--- config.mk ---
export PLATFORM = sky130hd
export DESIGN_NAME = mem_bus_arbiter
export DESIGN_NICKNAME = d
export VERILOG_FILES = /design/src/rtl/mem_bus_arbiter.sv
export SDC_FILE = /design/constraint.sdc
export NUM_CORES = 1
export LEC_CHECK = 0
export CORE_ASPECT_RATIO = 1.25
export CORE_MARGIN = 4
export CORE_UTILIZATION = 42
export CTS_CLUSTER_SIZE = 40
export DETAILED_ROUTE_END_ITERATION = 12
export PLACE_DENSITY_LB_ADDON = 0.2
export SYNTH_ARGS = -nofsm -noshare
export SYNTH_HDL_FRONTEND = slang
export SYNTH_SLANG_ARGS = --single-unit
--- constraint.sdc ---
create_clock -name clk -period 1.8 [get_ports clk]
set_input_delay 0.18 -clock clk [delete_from_list [all_inputs] [get_ports clk]]
set_output_delay 0.18 -clock clk [all_outputs]
set_load 0.05 [all_outputs]
--- src/rtl/mem_bus_arbiter.sv ---
// mem_bus_arbiter: shares the cpu_core memory bus between the fetch port
// and the load/store port, with alternating priority and a bus timeout.
module mem_bus_arbiter #(
  parameter int ADDR_W  = 32,
  parameter int DATA_W  = 32,
  parameter int TIMEOUT = 16
) (
  input  logic              clk,
  input  logic              rst,
  input  logic              i_req,
  input  logic [ADDR_W-1:0] i_addr,
  output logic [DATA_W-1:0] i_data,
  output logic              i_ack,
  input  logic              d_read,
  input  logic              d_write,
  input  logic [ADDR_W-1:0] d_addr,
  input  logic [DATA_W-1:0] d_wdata,
  output logic [DATA_W-1:0] d_rdata,
  output logic              d_ack,
  output logic              bus_err,
  output logic              busy,
  output logic [ADDR_W-1:0] address_out,
  output logic [DATA_W-1:0] data_out_BUS,
  output logic              bus_read,
  output logic              bus_write,
  input  logic [DATA_W-1:0] data_in_BUS,
  input  logic              bus_full
);

  localparam int CW = $clog2(TIMEOUT) + 1;
  localparam logic [CW-1:0] CNT_LAST = CW'(TIMEOUT - 1);

  typedef enum logic [1:0] {
    IDLE,
    I_WAIT,
    D_WAIT,
    RESP
  } state_e;

  state_e state_q, state_d;
  logic last_d_q, last_d_d;
  logic [CW-1:0] cnt_q, cnt_d;
  logic [ADDR_W-1:0] addr_q, addr_d;
  logic [DATA_W-1:0] wdata_q, wdata_d;
  logic we_q, we_d;
  logic [DATA_W-1:0] i_data_q, i_data_d;
  logic [DATA_W-1:0] d_rdata_q, d_rdata_d;
  logic i_ack_q, i_ack_d;
  logic d_ack_q, d_ack_d;
  logic err_q, err_d;
  logic rd_q, rd_d;
  logic wr_q, wr_d;
  logic [ADDR_W-1:0] aout_q, aout_d;
  logic [DATA_W-1:0] dout_q, dout_d;

  logic d_pend;
  logic grant_d;
  logic grant_i;

  // On contention the port that did not win last time is served.
  assign d_pend  = d_read | d_write;
  assign grant_d = d_pend & (~i_req | ~last_d_q);
  assign grant_i = i_req & ~grant_d;

  always_comb begin
    state_d   = state_q;
    last_d_d  = last_d_q;
    cnt_d     = cnt_q;
    addr_d    = addr_q;
    wdata_d   = wdata_q;
    we_d      = we_q;
    i_data_d  = i_data_q;
    d_rdata_d = d_rdata_q;
    i_ack_d   = 1'b0;
    d_ack_d   = 1'b0;
    err_d     = 1'b0;
    rd_d      = 1'b0;
    wr_d      = 1'b0;
    aout_d    = '0;
    dout_d    = '0;
    unique case (state_q)
      IDLE: begin
        if (grant_d) begin
          state_d  = D_WAIT;
          last_d_d = 1'b1;
          cnt_d    = '0;
          addr_d   = d_addr;
          wdata_d  = d_wdata;
          we_d     = d_write;
          rd_d     = ~d_write;
          wr_d     = d_write;
          aout_d   = d_addr;
          dout_d   = d_write ? d_wdata : '0;
        end else if (grant_i) begin
          state_d  = I_WAIT;
          last_d_d = 1'b0;
          cnt_d    = '0;
          addr_d   = i_addr;
          we_d     = 1'b0;
          rd_d     = 1'b1;
          aout_d   = i_addr;
        end
      end
      I_WAIT, D_WAIT: begin
        cnt_d = cnt_q + CW'(1);
        if (bus_full) begin
          state_d = RESP;
          i_ack_d = (state_q == I_WAIT);
          d_ack_d = (state_q == D_WAIT);
          if (state_q == I_WAIT) begin
            i_data_d = data_in_BUS;
          end else if (!we_q) begin
            d_rdata_d = data_in_BUS;
          end
        end else if (cnt_q == CNT_LAST) begin
          state_d = RESP;
          err_d   = 1'b1;
          i_ack_d = (state_q == I_WAIT);
          d_ack_d = (state_q == D_WAIT);
          if (state_q == I_WAIT) begin
            i_data_d = '0;
          end else if (!we_q) begin
            d_rdata_d = '0;
          end
        end else begin
          rd_d   = ~we_q;
          wr_d   = we_q;
          aout_d = addr_q;
          dout_d = we_q ? wdata_q : '0;
        end
      end
      RESP: begin
        state_d = IDLE;
      end
    endcase
  end

  always_ff @(posedge clk or negedge rst) begin
    if (!rst) begin
      state_q   <= IDLE;
      last_d_q  <= 1'b0;
      cnt_q     <= '0;
      addr_q    <= '0;
      wdata_q   <= '0;
      we_q      <= 1'b0;
      i_data_q  <= '0;
      d_rdata_q <= '0;
      i_ack_q   <= 1'b0;
      d_ack_q   <= 1'b0;
      err_q     <= 1'b0;
      rd_q      <= 1'b0;
      wr_q      <= 1'b0;
      aout_q    <= '0;
      dout_q    <= '0;
    end else begin
      state_q   <= state_d;
      last_d_q  <= last_d_d;
      cnt_q     <= cnt_d;
      addr_q    <= addr_d;
      wdata_q   <= wdata_d;
      we_q      <= we_d;
      i_data_q  <= i_data_d;
      d_rdata_q <= d_rdata_d;
      i_ack_q   <= i_ack_d;
      d_ack_q   <= d_ack_d;
      err_q     <= err_d;
      rd_q      <= rd_d;
      wr_q      <= wr_d;
      aout_q    <= aout_d;
      dout_q    <= dout_d;
    end
  end

  assign i_data       = i_data_q;
  assign d_rdata      = d_rdata_q;
  assign i_ack        = i_ack_q;
  assign d_ack        = d_ack_q;
  assign bus_err      = err_q;
  assign bus_read     = rd_q;
  assign bus_write    = wr_q;
  assign address_out  = aout_q;
  assign data_out_BUS = dout_q;
  assign busy         = (state_q != IDLE);

endmodule
# Yosys cells after proc, flatten, opt, wreduce, memory -nomap -nowiden
# Cells that the tools add are included.
[classes]
muxes = 52
shifts = 0
reduce_logical = 12
n_eq_ne = 6
order_cmp = 0
n_addsub = 1
mul = 0
div_mod_pow = 0
bitwise_logic = 10
[ops]
columns = ["operator", "n"]
rows = [
  ["$mux 32", 21],
  ["$pmux 32 s2", 2],
  ["$mux 1", 19],
  ["$mux 5", 2],
  ["$pmux 5 s2", 1],
  ["$mux 2", 4],
  ["$reduce_and 2->1", 4],
  ["$reduce_bool 2->1", 4],
  ["$ne 3x3->1 const B", 2],
  ["$not 1->1", 6],
  ["$pmux 2 s3", 1],
  ["$add 5x1->5 const B", 1],
  ["$eq 5x4->1 const B", 1],
  ["$eq 2x2->1 const B", 2],
  ["$pmux 1 s2", 2],
  ["$reduce_and 4->1", 1],
  ["$reduce_and 3->1", 1],
  ["$and 1x1->1", 2],
  ["$eq 2x1->1 const B", 1],
  ["$logic_not 2->1", 1],
  ["$or 1x1->1", 2],
  ["$reduce_or 2->1", 1],
]
[totals]
reg_bits = 206
latch_bits = 0
n_memories = 0
romBits = 0
ram_bits = 0

# Depth between registers and ports, before layout
[depth]
word_depth = 8
mapped_depth = 8
mapped_depth_nobuf = 6

# Worst setup path after synthesis
# Ideal clock, no wire load.
[synth_path]
path_kind = "reg-to-reg"
from = "register cnt_q[0]"
to = "register i_data_q[30], in the netlist i_data[30]"
arrival_ns = 1.815
period_less_slack_ns = 1.949
required_ns = 1.666
stages_incl_launch_ff = 7
n_path_buf = 1
setup_slack_ns = -0.149
path_cell_list = "dfrtp_1 ha_1 and3_1 ha_1 o211ai_1 clkbuf_1 o21ai_0"
[synth_via]
elab_chain_cells = 3
[synth_rtl]
columns = ["element", "line_no", "source"]
rows = [
  ["start: declaration", "42", "logic [CW-1:0] cnt_q, cnt_d;"],
  ["start signal: assignment", "158", "cnt_q <= cnt_d;"],
  ["$eq 5x4->1", "115", "end else if (cnt_q == CNT_LAST) begin"],
  ["$reduce_bool 2->1 (no source line)", "--", ""],
  ["$reduce_and 3->1 (no source line)", "--", ""],
  ["end signal: assignment", "162", "i_data_q <= i_data_d;"],
  ["end: declaration", "46", "logic [DATA_W-1:0] i_data_q, i_data_d;"],
]
# No other way between the ends.
# A chain may end at the register's enable or synchronous reset.

# Worst setup path after layout
[layout_path]
from = "register cnt_q[1]"
to = "register i_data_q[15], in the netlist i_data[15]"
# The elaborated chain is that of the path after synthesis.

==> results.txt <==
- The run finished, with violations left.
- Violated checks: setup timing
* Crit path DAT: about 2.3 ns
* Layout Nets: 1199
- Proportion of synthesized flip-flops having asynchronous set or reset: between 90% and 100%
* Ratio of cells with drive above 1 in the final layout: 20.8%
* Worst clock skew on the final layout: slightly above 0.01 ns
* Total CTS buffers: 21
* Final Hold Fails: 0
- After detailed placement, the design holds a cell count of ~1300.
- The later pin in the worst-skew pair is clocked with a latency of 0.48 ns.
- Clock transition at the registers of the reported paths: 0.06 ns
* Net switching share of the total power: between 40% and 50%
- Final worst path period share: 107%
- Setup repair after global routing could not meet its margin everywhere.
- Of all nets on the critical path, the largest fanout is 6.
- Count of nets left with antenna violations after detail routing: 0
- For this run, the leading register cell type out of synthesis is sky130_fd_sc_hd__dfrtp_1.
- The largest single stage delay on the critical path is ~0.38 ns.
- OpenSTA, run right after detailed placement, puts the worst setup slack at -0.137 ns.
- P_sw: around 11 mW
- Dividing the synthesized area by the synthesized cell count gives ~11 um^2.
- The repair_antennas step left the layout with diodes totalling 0.
* Flip-flop and latch count after synthesis: 206
- Commonest cells in the synthesized netlist: 206 x sky130_fd_sc_hd__dfrtp_1, 132 x sky130_fd_sc_hd__nand2_1, 96 x sky130_fd_sc_hd__o21ai_0
- Counting flops with a built-in enable in the synthesized netlist gives 0.
- Total Routed Length: around 24000 um
* Number of maximum-capacitance violations: 0
* Overall overflow remaining after global route: 0
- Synthesis instantiated 40 different standard cells from the library.
- # IOs: approximately 270
- Crit-path leading delay family: buffers and inverters
- The max-slew violation total from the final report is 0.
- The number of nets in the synthesized netlist is just under 900.
- Die outline height: ~170 um
- Share of the synthesized area in the top cell type: about three fifths
- Area of the core: between 15000 and 20000 um^2
- Starting density of the core: 42.8%
* Via count of the first global-routing pass: 7036
- Sinks on the clock net: around 210
* Number of input and output port buffers inserted: around 270
- Summing the sequential cell areas from Yosys gives between 60% and 70% of the chip area.
* Cell types with the largest area share after synthesis: sky130_fd_sc_hd__dfrtp_1 62%, sky130_fd_sc_hd__mux2i_1 6.5%, sky130_fd_sc_hd__nand2_1 5.9%
- Setup violations remaining at the end of the flow were counted as 110.
* Wire length on met1: 9820 um
* Shortest period the worst path allows: approximately 1.9 ns
* Most common cell in the netlist: sky130_fd_sc_hd__dfrtp_1
* Worst hold slack across all endpoints: between 0.15 and 0.2 ns
* Chip width: between 100 and 150 um
- Sequential power share: 30.6%
* Synthesis-to-finish area growth: 56.1%
- Across the VDD grid, the largest voltage drop is just over 0.9 mV.
* Global-route wire length before repair: approximately 37000 um
- The cell that appears most often on the critical path is sky130_fd_sc_hd__buf_6.
- Synthesized netlist cell count: 738
- For this design the static power due to leakage is approximately 6.5 nW.
- After detailed routing, the number of vias per cell comes to 5.04.
- Nature of the critical path endpoint: register
* Critical path's slowest cell: sky130_fd_sc_hd__dfrtp_1
- Leaving out filler cells and counting taps, the final layout contains about 1300.
- Total of warnings raised by yosys: 0
- Transition time at the pin with the least slew margin: roughly 0.56 ns
- Antenna violations before repair: 1
* Final TNS setup: -4.48 ns
* Pwr Density: about 1900 nW/um^2
* Headroom to the max-slew limit: 62.7%
* Number of buffer and inverter stages on the critical path: 4
* Tightest Hold Check Type: input port to async pin
- The critical path goes through ha_2 > and3_4 > ha_4 > buf_6 > o211ai_1 > buf_6 > buf_12 > clkbuf_16 > nand2_4 > o21ai_1.
- In the post-route analysis, the smallest setup slack over all paths is -0.121 ns.
- Routability-driven placement finished with a final weighted congestion of about 0.76.
* H-tree level count: 1
- In this run the register-to-register setup slack is -0.12 ns.
- Met2 WL: ~12000 um
- Wire length per cell after detailed routing: around 18 um
* Drt initial violations: 340
- Across all layers, the routed design uses ~6700 vias.
- After floorplanning, the core was divided into between 50 and 60 placement rows.
- Of all cell types, the one taking the most synthesized area is sky130_fd_sc_hd__dfrtp_1.
* Required time of the critical path: approximately 2.2 ns
- In this run the deepest clock path goes through 3 buffers.
- The floorplan step defined a die boundary enclosing roughly 22000 um^2.
* Launching element type of the critical path: register
- The filler cells instantiated in the layout total 1546.
* Total global-route track usage: about a fifth
* Critical Setup Path Class: register to register
- Internal power contribution: roughly 14 mW
* Pwr Total: 24.9 mW
- Combinational share of power: between 50% and 60%
- The first TritonRoute pass finished after 6 iterations.
- Maximum operating frequency: approximately 0.52 GHz
- The tree is rooted in a sky130_fd_sc_hd__clkbuf_16.
- Top routing layer in use: met5
- Largest net degree at the start of global routing: 63
- Share of total power in the clock network: about 17%
- TritonCTS built the clock tree.
- Summed over all nets, the half-perimeter wirelength after detailed placement is roughly 15000 um.
* Netlist area before placement: between 8000 and 9000 um^2
* DRC violations left: 0
- The routed design uses around 1500 um of met3 wire.
-- sequential cells by signal, summed over array words and instances (netlist names) --
register and count:
state_q 2, d_rdata 32, bus_err 1, bus_write 1, data_out_BUS 32, i_data 32, last_d_q 1, cnt_q 5
address_out 32, d_ack 1, wdata_q 32, bus_read 1, i_ack 1, we_q 1, addr_q 32
-- kinds of logic (layout without fill, tap and decap cells) --
group | after synthesis | count (layout) | synth area share, %
and+or+nand+nor | 187 | 187 | 9.18
buffers and inverters | 90 | 423 | 4.50
muxes | 89 | 89 | 11.2
DFF | 206 | 206 | 61.8
AOI/OAI and AO/OA | 158 | 158 | 12.1
adders and majority gates | 8 | 8 | 1.20
-- final cells by class --
class / count / area, um^2 / share of cell area [%]
clock inverters: 3 / 40.0 / 0.308
clock buffers: 34 / 624 / 4.80
multi-input cells: 442 / 3160 / 24.2
inverters: 38 / 146 / 1.12
flip-flops and latches: 206 / 5150 / 39.6
well taps: 265 / 332 / 2.55
repair buffers: 348 / 3560 / 27.4
-- metal layers --
layer	GRT usage, %	vias to the layer above
met1	25.9	3308
li1	-	3184
met4	5.51	2
met2	35.9	203
met3	4.91	34
met5	0	-
-- per-stage QoR --
| stage | utilization [%] | instance area (um^2) |
|---|---|---|
| global route | 66.9 | 13000 |
| finish | 66.9 | 13000 |
| floorplan | - | 8370 |
| detailed placement | 60.3 | 11700 |
| CTS | 64.6 | 12600 |
| global placement | 60.3 | 11700 |
-- cells in the final DEF (no fill, tap or decap), types with 2 or more instances in the layout --
master	count
sky130_fd_sc_hd__dfrtp_1	206
sky130_fd_sc_hd__clkdlybuf4s50_1	132
sky130_fd_sc_hd__dlygate4sd2_1	129
sky130_fd_sc_hd__nand2_1	103
sky130_fd_sc_hd__o21ai_0	61
sky130_fd_sc_hd__mux2i_1	54
sky130_fd_sc_hd__buf_4	50
sky130_fd_sc_hd__a32oi_1	43
sky130_fd_sc_hd__nor2_1	38
sky130_fd_sc_hd__inv_1	35
sky130_fd_sc_hd__mux2_2	33
sky130_fd_sc_hd__o21ai_2	26
sky130_fd_sc_hd__clkbuf_16	26
sky130_fd_sc_hd__nand2_4	17
sky130_fd_sc_hd__buf_12	16
sky130_fd_sc_hd__o21ai_1	14
sky130_fd_sc_hd__nand2_2	13
sky130_fd_sc_hd__clkbuf_1	8
sky130_fd_sc_hd__clkbuf_8	6
sky130_fd_sc_hd__buf_16	5
sky130_fd_sc_hd__buf_6	5
sky130_fd_sc_hd__nand2b_1	4
sky130_fd_sc_hd__ha_1	4
sky130_fd_sc_hd__ha_2	3
sky130_fd_sc_hd__inv_2	2
sky130_fd_sc_hd__a21oi_1	2
sky130_fd_sc_hd__mux2_4	2
sky130_fd_sc_hd__nand3_1	2
sky130_fd_sc_hd__clkinv_2	2
sky130_fd_sc_hd__buf_8	2
-- repair_timing --
item / CTS / global route
cloned: 7 / 5
pin swaps: 8 / 46
hold endpoints to repair: 206 / 0
hold buffers: 1 / 0
endpoints found under the setup margin: 252 / 136
gates resized for setup: 174 / 87
buffers inserted: 8 / 6
-- worst paths after layout --
path / start / to / cells past startpoint
max in group asynchronous: rst / data_out_BUS[19] / 3
worst min register to register: i_data[29] / i_data[29] / 2
min in group clk: data_in_BUS[10] / i_data[10] / 3
worst min-delay path: rst / addr_q[10] / 2
worst max register to register: cnt_q[1] / i_data[15] / 10
worst max-delay path: cnt_q[1] / i_data[15] / 10
-- power groups by stage --
stage          logic (mW)  registers, mW  clock network (mW)
2_1_floorplan        3.63           11.7                   0
3_3_place_gp         12.3           7.55                   0
3_5_place_dp         12.5           7.61                   0
4_1_cts              12.5           7.50                4.33
5_1_grt              13.9           7.89                4.53
6_report             13.1           7.63                4.22
(Power assumes the default switching activity.)
